`config.mk`:
```
export PLATFORM = sky130hd
export DESIGN_NAME = griffin_stream_ctrl
export DESIGN_NICKNAME = d
export VERILOG_FILES = /design/src/rtl/griffin_stream_ctrl.sv
export SDC_FILE = /design/constraint.sdc
export NUM_CORES = 1
export LEC_CHECK = 0
export ABC_CLOCK_PERIOD_IN_PS = 3270
export CAP_MARGIN = 20
export CORE_AREA = 4 4 401 403
export CTS_BUF_LIST = sky130_fd_sc_hd__clkbuf_16
export DETAILED_ROUTE_END_ITERATION = 10
export DIE_AREA = 0 0 405 407
export GPL_ROUTABILITY_DRIVEN = 0
export PLACE_DENSITY_LB_ADDON = 0.1
export SLEW_MARGIN = 20
export SYNTH_ARGS = -nofsm -noshare
export SYNTH_HDL_FRONTEND = slang
export SYNTH_SLANG_ARGS = --single-unit
```
`constraint.sdc`:
```
create_clock -name clk -period 3.27 [get_ports clk]
set_clock_uncertainty 0.2 [all_clocks]
set_input_delay 0.654 -clock clk [delete_from_list [all_inputs] [get_ports clk]]
set_output_delay 0.654 -clock clk [all_outputs]
set_load 0.02 [all_outputs]
```
`src/rtl/griffin_stream_ctrl.sv`:
```
// Stream bridge for griffin_top: load 3x39 words, run until done, drain results through a 2-entry FIFO.
// Optional CANON_CHECK_EN: err_noncanon latches when an accepted word is >= PRIME_MODULUS.
module griffin_stream_ctrl #(
    parameter int unsigned        N_BITS         = 254,
    parameter logic [N_BITS-1:0]  PRIME_MODULUS  = {2'b11, 252'h0644e72e131a029b85045b68181585d2833e84879b9709143e1f593f0000001},
    parameter int unsigned        LANES          = 3,
    parameter int unsigned        WORDS_PER_LANE = 39
) (
    input  logic              clk,
    input  logic              reset_n,
    input  logic              s_valid,
    output logic              s_ready,
    input  logic [N_BITS-1:0] s_data,
    output logic              m_valid,
    input  logic              m_ready,
    output logic [N_BITS-1:0] m_data,
    output logic              g_reset,
    output logic              g_enable,
    output logic [LANES-1:0]  g_wr,
    output logic [LANES-1:0]  g_rd,
    output logic [N_BITS-1:0] g_in_state,
    input  logic [N_BITS-1:0] g_out_state,
    input  logic              g_done,
    output logic              busy,
    output logic              err_noncanon
);
    localparam int LW = $clog2(LANES);
    localparam int WW = $clog2(WORDS_PER_LANE);

    typedef enum logic [2:0] {IDLE, CLEAR, LOAD, RUN, DRAIN} state_t;

    state_t              r_state;
    logic [LW-1:0]       r_lane;
    logic [WW-1:0]       r_word;
    logic                r_s_ready;
    logic                r_g_reset;
    logic                r_g_enable;
    logic [LANES-1:0]    r_g_wr;
    logic [N_BITS-1:0]   r_g_in_state;
    logic                r_issue_done;
    logic                r_inflight;
    logic [1:0]          r_occ;
    logic                r_wptr;
    logic                r_rptr;
    logic [N_BITS-1:0]   r_fifo [2];

    logic [LANES-1:0]    w_lane_oh;
    logic [LW-1:0]       w_lane_nxt;
    logic [WW-1:0]       w_word_nxt;
    logic                w_last;
    logic                w_in_hs;
    logic                w_pop;
    logic [2:0]          w_pending;
    logic                w_issue;

    assign w_lane_oh = LANES'(1) << r_lane;
    assign w_last    = (r_lane == LW'(LANES-1)) && (r_word == WW'(WORDS_PER_LANE-1));
    assign w_in_hs   = s_valid && r_s_ready;
    assign w_pop     = (r_occ != 2'd0) && m_ready;

    always_comb begin
        w_word_nxt = r_word + WW'(1);
        w_lane_nxt = r_lane;
        if (r_word == WW'(WORDS_PER_LANE-1)) begin
            w_word_nxt = '0;
            w_lane_nxt = r_lane + LW'(1);
        end
    end

    // A slot freed by this cycle's pop counts as free, which sustains one word per cycle.
    assign w_pending = {1'b0, r_occ} + {2'b00, r_inflight} - {2'b00, w_pop};
    assign w_issue   = (r_state == DRAIN) && !r_issue_done && (w_pending < 3'd2);

    always_ff @(posedge clk or negedge reset_n) begin
        if (!reset_n) begin
            r_state      <= IDLE;
            r_lane       <= '0;
            r_word       <= '0;
            r_s_ready    <= 1'b0;
            r_g_reset    <= 1'b1;
            r_g_enable   <= 1'b0;
            r_g_wr       <= '0;
            r_g_in_state <= '0;
            r_issue_done <= 1'b0;
        end else begin
            r_g_reset <= 1'b0;
            r_g_wr    <= '0;
            case (r_state)
                IDLE: begin
                    if (s_valid) begin
                        r_state   <= CLEAR;
                        r_g_reset <= 1'b1;
                    end
                end
                CLEAR: begin
                    r_state   <= LOAD;
                    r_s_ready <= 1'b1;
                    r_lane    <= '0;
                    r_word    <= '0;
                end
                LOAD: begin
                    if (w_in_hs) begin
                        r_g_in_state <= s_data;
                        r_g_wr       <= w_lane_oh;
                        if (w_last) begin
                            r_state    <= RUN;
                            r_s_ready  <= 1'b0;
                            r_g_enable <= 1'b1;
                            r_lane     <= '0;
                            r_word     <= '0;
                        end else begin
                            r_lane <= w_lane_nxt;
                            r_word <= w_word_nxt;
                        end
                    end
                end
                RUN: begin
                    if (g_done) begin
                        r_state      <= DRAIN;
                        r_g_enable   <= 1'b0;
                        r_issue_done <= 1'b0;
                    end
                end
                DRAIN: begin
                    if (w_issue) begin
                        if (w_last) begin
                            r_issue_done <= 1'b1;
                            r_lane       <= '0;
                            r_word       <= '0;
                        end else begin
                            r_lane <= w_lane_nxt;
                            r_word <= w_word_nxt;
                        end
                    end
                    if (r_issue_done && (r_occ == 2'd0) && !r_inflight)
                        r_state <= IDLE;
                end
                default: r_state <= IDLE;
            endcase
        end
    end

    // r_inflight marks the cycle in which g_out_state carries the word requested last cycle.
    always_ff @(posedge clk or negedge reset_n) begin
        if (!reset_n) begin
            r_inflight <= 1'b0;
            r_occ      <= 2'd0;
            r_wptr     <= 1'b0;
            r_rptr     <= 1'b0;
            r_fifo[0]  <= '0;
            r_fifo[1]  <= '0;
        end else begin
            r_inflight <= w_issue;
            if (r_inflight) begin
                r_fifo[r_wptr] <= g_out_state;
                r_wptr         <= ~r_wptr;
            end
            if (w_pop)
                r_rptr <= ~r_rptr;
            r_occ <= r_occ + {1'b0, r_inflight} - {1'b0, w_pop};
        end
    end

`ifdef CANON_CHECK_EN
    logic r_err;
    always_ff @(posedge clk or negedge reset_n) begin
        if (!reset_n)
            r_err <= 1'b0;
        else if (w_in_hs && (s_data >= PRIME_MODULUS))
            r_err <= 1'b1;
    end
    assign err_noncanon = r_err;
`else
    assign err_noncanon = 1'b0;
`endif

    assign s_ready    = r_s_ready;
    assign m_valid    = (r_occ != 2'd0);
    assign m_data     = r_fifo[r_rptr];
    assign g_reset    = r_g_reset;
    assign g_enable   = r_g_enable;
    assign g_wr       = r_g_wr;
    assign g_rd       = w_issue ? w_lane_oh : '0;
    assign g_in_state = r_g_in_state;
    assign busy       = (r_state != IDLE);
endmodule

```
==> out/results.ini, run 1 <==
[run_status]
status=finished, violations left
violations=negative setup slack

[yosys]
synthTopCellsByArea=dfrtp_1, mux2_2, nand2_1, clkbuf_1, buf_2
yosysTopAreaCell=dfrtp_1
netlist.area_leader.share_pct=60.7
ys_ff_latch=785
synth_cells=2555
synth_warnings=0
avgSynthCellArea_um2=12.6
netlist_area_um2=32300
synthArstFlopShare_pct=100
synth.distinct_cells=47
seq_area_frac_synth_pct=60.8
synth_ff_type=dfrtp_1
syn-num-nets=3073
synth_edf_count=0

[critical_path]
rr_worst_depth=12
worst_ep_arrival_time_ps=3310
crit_required_ps=2420
crit_end=g_rd[0]
critPathLaunchType=register
crit_path_max_incr_delay_ps=490
path_cells=or2_4 > and2_4 > ha_4 > inv_2 > ha_4 > inv_2 > fa_1 > inv_2 > or4b_4 > buf_8 > nor3_4 > buf_6
cp.depth=12
crit_top_cell=inv_2
r2r_start=r_occ[1]
critPathCaptureType=primary output
cpMaxStageDelayCell=fa_1
r2r_slack_ps=110
crit_start=r_occ[1]
path_buf_inv=5
r2r-end=r_word[1]
critical_path_class=reg -> out
path_max_fanout=3
crit_family=simple AND/OR/NAND/NOR gates

[timing]
rsz0062_at_grt=true
fin_hold_ws_ps=263
finalCriticalPeriod_ps=4170
timing.slew.headroom_pct=54.4
worstMarginPinSlew_ps=684
hold_violations=0
report.final.slew_viol_count=0
fin_crit_sh_pct=127
final.setup.worst_slack_ps=-896
max_freq_ghz=0.240
final-setup-viol-count=3

[power]
swShare_pct=37.2
power_density_nw_per_um2=975
p_total_w=0.0477
switchingPower_w=0.0177
vdd_drop_max_uv=458
p_int_w=0.0299
p_leak_nw=21.4
clkPwrFrac_pct=22.9
combPwrFrac_pct=44.5
p_seq_share_pct=32.7

[routing]
ant_nets=0
drtPass1Iterations=5
drc=0
viasPerCell=4.05
initialDrtViolationCount=789
wl_per_cell_um=23.7
drt-total-wl_um=138000
vias=23600

[cts]
clockBufferDepth=3
cts.sinks=785
root_buffer=clkbuf_16
clock_latency_ps=700
cts_tree=built
clk_pin_slew_ps=60
numCtsBuffers=104
htreeDepth=3

[die]
ios=1033
initial_core_util_pct=20.5
die_h_um=407
dieArea_um2=165000
die_w_um=405
core_area_um2=157000
placementRows=146

[global_routing]
met1_usage_pct=17.5
grt_pass1_vias=25800
antenna_found_initial=89
grt.busiest_layer=met2
grt_util_met2_pct=28.5
use_met3_pct=8.20
gr-total-overflow=0
grt_usage_pct=16.3
grt_max_degree=106
grt_pass1_wl_um=195000

[placed_design]
portBuffers=1031
dpl.hpwl_um=101000

[finish]
regArea_um2=19600
fillers=16200
final_cell_mix=dfrtp_1, clkdlybuf4s50_1, nand2_1
post_route_cells_drive_above_1_share_pct=34.0
multi_input_area_um2=12100
nets=4187
synthToLayoutAreaGrowth_pct=51.4
final_common_cell=dfrtp_1

[flow_run]
cap_violations=0

[min_path]
hp-class=in -> reg

==> worst min path at each step <==
stage / start / to / slack [ps] / depth (start not counted)
after CTS: s_data[88] / g_in_state[88] / 180 / 3
final: s_data[241] / g_in_state[241] / 260 / 3
after global routing: s_data[13] / g_in_state[13] / 230 / 3
after global placement: g_in_state[26] / g_in_state[26] / 260 / 2
after floorplan: reset_n / g_enable / 160 / 0
after detailed placement: g_in_state[171] / g_in_state[171] / 260 / 2
==> power groups by stage <==
stage / combinational (W) / sequential [W] / clock, W
final: 0.0212 / 0.0156 / 0.0109
after global routing: 0.0228 / 0.0161 / 0.0118
after CTS: 0.0222 / 0.0156 / 0.0114
after detailed placement: 0.0219 / 0.0156 / 0
after global placement: 0.0219 / 0.0157 / 0
after floorplan: 0.00975 / 0.0170 / 0
==> tightest hold or removal path: stages <==
cell and delay [ps]:
clkdlybuf4s50_1 390, nand2_1 50, nand2_1 40
==> synth_stat cells (all sizes together) (2+ instances only) <==
| cell type | n |
|---|---|
| dfrtp | 784 |
| a31oi | 2 |
| nor2b | 3 |
| a2bb2oi | 2 |
| nand3 | 6 |
| or3b | 2 |
| o2bb2ai | 4 |
| o21ai | 2 |
| inv | 12 |
| o22ai | 2 |
| nor2 | 12 |
| ha | 4 |
| or3 | 3 |
| clkbuf | 129 |
| nand2b | 7 |
| a21oi | 4 |
| nand2 | 769 |
| xor2 | 3 |
| buf | 17 |
| nor3 | 4 |
| mux2 | 763 |
==> final cells by class <==
type	count	area share (%)
flip-flops and latches	785	40.2
multi-input cells	1611	24.8
repair buffers	1154	23.0
clock buffers	106	5.42
well taps	2072	5.30
clock inverters	86	1.19
inverters	13	0.125
diodes	15	0.0767
==> per-layer routing <==
metal  vias to the layer above  routed length, um
met5                         -                163
li1                      10800                  -
met4                        24               3380
met3                       257              15100
met1                     11700              50900
met2                       848              68900
==> sequential cells by signal (all words and copies together) (netlist names) <==
| register | flops |
|---|---|
| r_issue_done | 1 |
| s_ready | 1 |
| r_word | 6 |
| r_fifo | 508 |
| g_enable | 1 |
| g_reset | 1 |
| r_lane | 2 |
| r_state | 3 |
| r_occ | 2 |
| r_wptr | 1 |
| g_in_state | 254 |
| r_rptr | 1 |
| r_inflight | 1 |
| g_wr | 3 |
==> metrics by stage <==
stage	worst slack [ps]	util (%)	setup TNS, ps	cells	instance area, um^2
final	-896	31.1	-2590	5842	48900
after global routing	-1070	31.1	-3560	5834	48900
after detailed placement	-1250	29.2	-5940	5604	45900
after floorplan	-215	-	-404	2555	32400
after CTS	-1030	31.5	-12740	5828	49500
after global placement	-1270	29.2	-6120	5604	45900
==> cells by family after synthesis <==
| group | Yosys count | share of synthesized area (%) |
|---|---|---|
| other | 1 | 0.0116 |
| xor gates and xnor gates | 4 | 0.108 |
| and+or+nand+nor | 814 | 9.71 |
| DFF | 785 | 60.8 |
| adders and majority gates | 5 | 0.217 |
| AOI/OAI and AO/OA | 23 | 0.542 |
| muxes | 764 | 26.6 |
| buffers and inverters | 159 | 1.98 |
==> timing repair <==
| item | CTS | global route |
|---|---|---|
| gates cloned | 10 | 1 |
| endpoints found under the hold margin | 24 | 0 |
| setup endpoints to repair | 258 | 148 |
| resized for setup | 816 | 228 |
| hold buffers | 1 | 0 |
| buffers inserted | 21 | 1 |
| pin swaps | 3 | 2 |
Note: power is estimated with default switching activity, not from simulation.
==> run 2: changes to the inputs <==
Settings changed: GPL_TIMING_DRIVEN set to 0.
==> out/results.ini, run 2 (same netlist as run 1, synthesis figures left out) <==
[global_routing]
grt_usage_pct=17.0  ; +0.66 points
gr-total-overflow=0  ; unchanged
grt_max_degree=125  ; +18%
grt_pass1_vias=26100  ; +1.4%
grt_pass1_wl_um=200000  ; +2.8%
antenna_found_initial=73  ; -18%

[power]
p_leak_nw=21.4  ; -0.18%
vdd_drop_max_uv=534  ; +17%
power_density_nw_per_um2=976  ; +0.14%

[critical_path]
critical_path_class=reg -> out
crit_path_max_incr_delay_ps=550  ; +60 ps
critPathCaptureType=primary output
path_cells=or2_4 > and2_4 > ha_4 > inv_2 > ha_4 > inv_2 > fa_1 > inv_2 > or4b_4 > nor3_4 > buf_6
crit_top_cell=inv_2
critPathLaunchType=register
cpMaxStageDelayCell=or4b_4
crit_family=simple AND/OR/NAND/NOR gates
worst_ep_arrival_time_ps=3240  ; -70 ps
crit_required_ps=2420  ; about the same
r2r_slack_ps=90  ; -20 ps
path_max_fanout=4  ; +1
path_buf_inv=4  ; -1

[cts]
root_buffer=clkbuf_16
numCtsBuffers=103  ; -0.96%
clockBufferDepth=3  ; unchanged
clk_pin_slew_ps=60  ; about the same
clock_latency_ps=710  ; about the same
htreeDepth=3  ; unchanged
cts_tree=built
cts.sinks=785  ; unchanged

[timing]
report.final.slew_viol_count=0  ; unchanged
final.setup.worst_slack_ps=-825  ; +70.8 ps
worstMarginPinSlew_ps=963  ; +279 ps
fin_crit_sh_pct=125  ; -2.2 points
final-setup-viol-count=3  ; unchanged
max_freq_ghz=0.244  ; +1.7%
hold_violations=0  ; unchanged
finalCriticalPeriod_ps=4100  ; -70.8 ps
timing.slew.headroom_pct=35.8  ; -19 points
fin_hold_ws_ps=258  ; -4.62 ps
rsz0062_at_grt=true

[placed_design]
portBuffers=1031  ; unchanged
dpl.hpwl_um=111000  ; +10%
place_ws_ps=-1300  ; -52.5 ps

[finish]
fillers=16300  ; +0.94%
post_route_cells_drive_above_1_share_pct=30.4  ; -3.6 points
final_common_cell=dfrtp_1
synthToLayoutAreaGrowth_pct=51.8
largest-register=r_fifo
regArea_um2=19600  ; about the same
largest_reg_flops=508  ; unchanged
final_cell_mix=dfrtp_1, clkdlybuf4s50_1, nand2_1
multi_input_area_um2=12100  ; -0.23%
nets=4232  ; +1.1%
fin_util_pct=31.1  ; +0.071 points

[die]
dieArea_um2=165000  ; unchanged
core_area_um2=157000  ; unchanged
initial_core_util_pct=20.5  ; unchanged
die_h_um=407  ; unchanged
placementRows=146  ; unchanged
ios=1033  ; unchanged
die_w_um=405  ; unchanged

[min_path]
hp-class=in -> reg

[routing]
initialDrtViolationCount=903  ; +14%
ant_nets=0  ; unchanged
vias=23900  ; +1.1%
drt-total-wl_um=145000  ; +4.5%
drtPass1Iterations=4  ; -1
viasPerCell=4.06  ; +0.37%
wl_per_cell_um=24.6  ; +3.7%
drc=0  ; unchanged

[run_status]
status=finished, violations left
violations=negative setup slack

[flow_run]
cap_violations=0  ; unchanged

==> run 2: routing by layer <==
metal	track usage [%]	wire length, um
met5	0	179
met4	4.68	4100
met2	29.9	72400
met1	18.0	53000
met3	8.29	14900
==> run 2: power breakdown <==
part | switching, W | internal [W] | leakage (nW)
registers | 0.00193 | 0.0136 | 9.40
clock network | 0.00470 | 0.00649 | 1.72
logic | 0.0112 | 0.00993 | 10.3
==> run 2: layout make-up <==
class	instances	share of cell area [%]
Antenna cell	13	0.0663
Timing Repair Buffer	1056	20.9
Multi-Input combinational cell	1611	24.7
Clock buffer	104	5.31
Tap cell	2072	5.29
Inverter	13	0.125
Sequential cell	785	40.1
Buffer	144	2.13
Clock inverter	87	1.49
==> run 2: path summary, 6_finish.rpt <==
check / from / endpoint / cells after the start
max in group asynchronous: reset_n / g_in_state[242] / 4
hold reg to reg: g_in_state[21] / g_in_state[21] / 2
min in group asynchronous: reset_n / r_fifo[314] / 2
hold / removal: s_data[243] / g_in_state[243] / 3
setup / recovery: r_occ[1] / g_rd[0] / 11
setup reg to reg: r_occ[1] / r_word[1] / 12
==> run 2: tightest hold or removal path: cells and delay by family <==
family                 cells  cell delay, ps
buffers and inverters      1             390
and+or+nand+nor            2              90
==> run 2: what timing repair did <==
action                                 CTS  global route
setup endpoints to repair              258           101
gates resized for setup                720           132
gates cloned                             1             1
setup buffers                           12             1
endpoints found under the hold margin  103             0
hold buffers                             1             0
pin swaps                                3             2
==> run 2: through the flow <==
step                      area [um^2]  cells  power (W)  TNS (ps)
final                           49000   5885     0.0479     -2400
after global routing            49000   5879     0.0508     -2830
after CTS                       49300   5872     0.0489     -6080
after detailed placement        45500   5667     0.0375   -240980
after global placement          45300   5658     0.0377         -
after floorplan                 32400   2555     0.0268      -404
==> run 3: changes to the inputs <==
Settings changed: GPL_TIMING_DRIVEN 0 to not set.
==> results of run 3 <==
Final layout, timing and power as in run 1 (identical DEF).
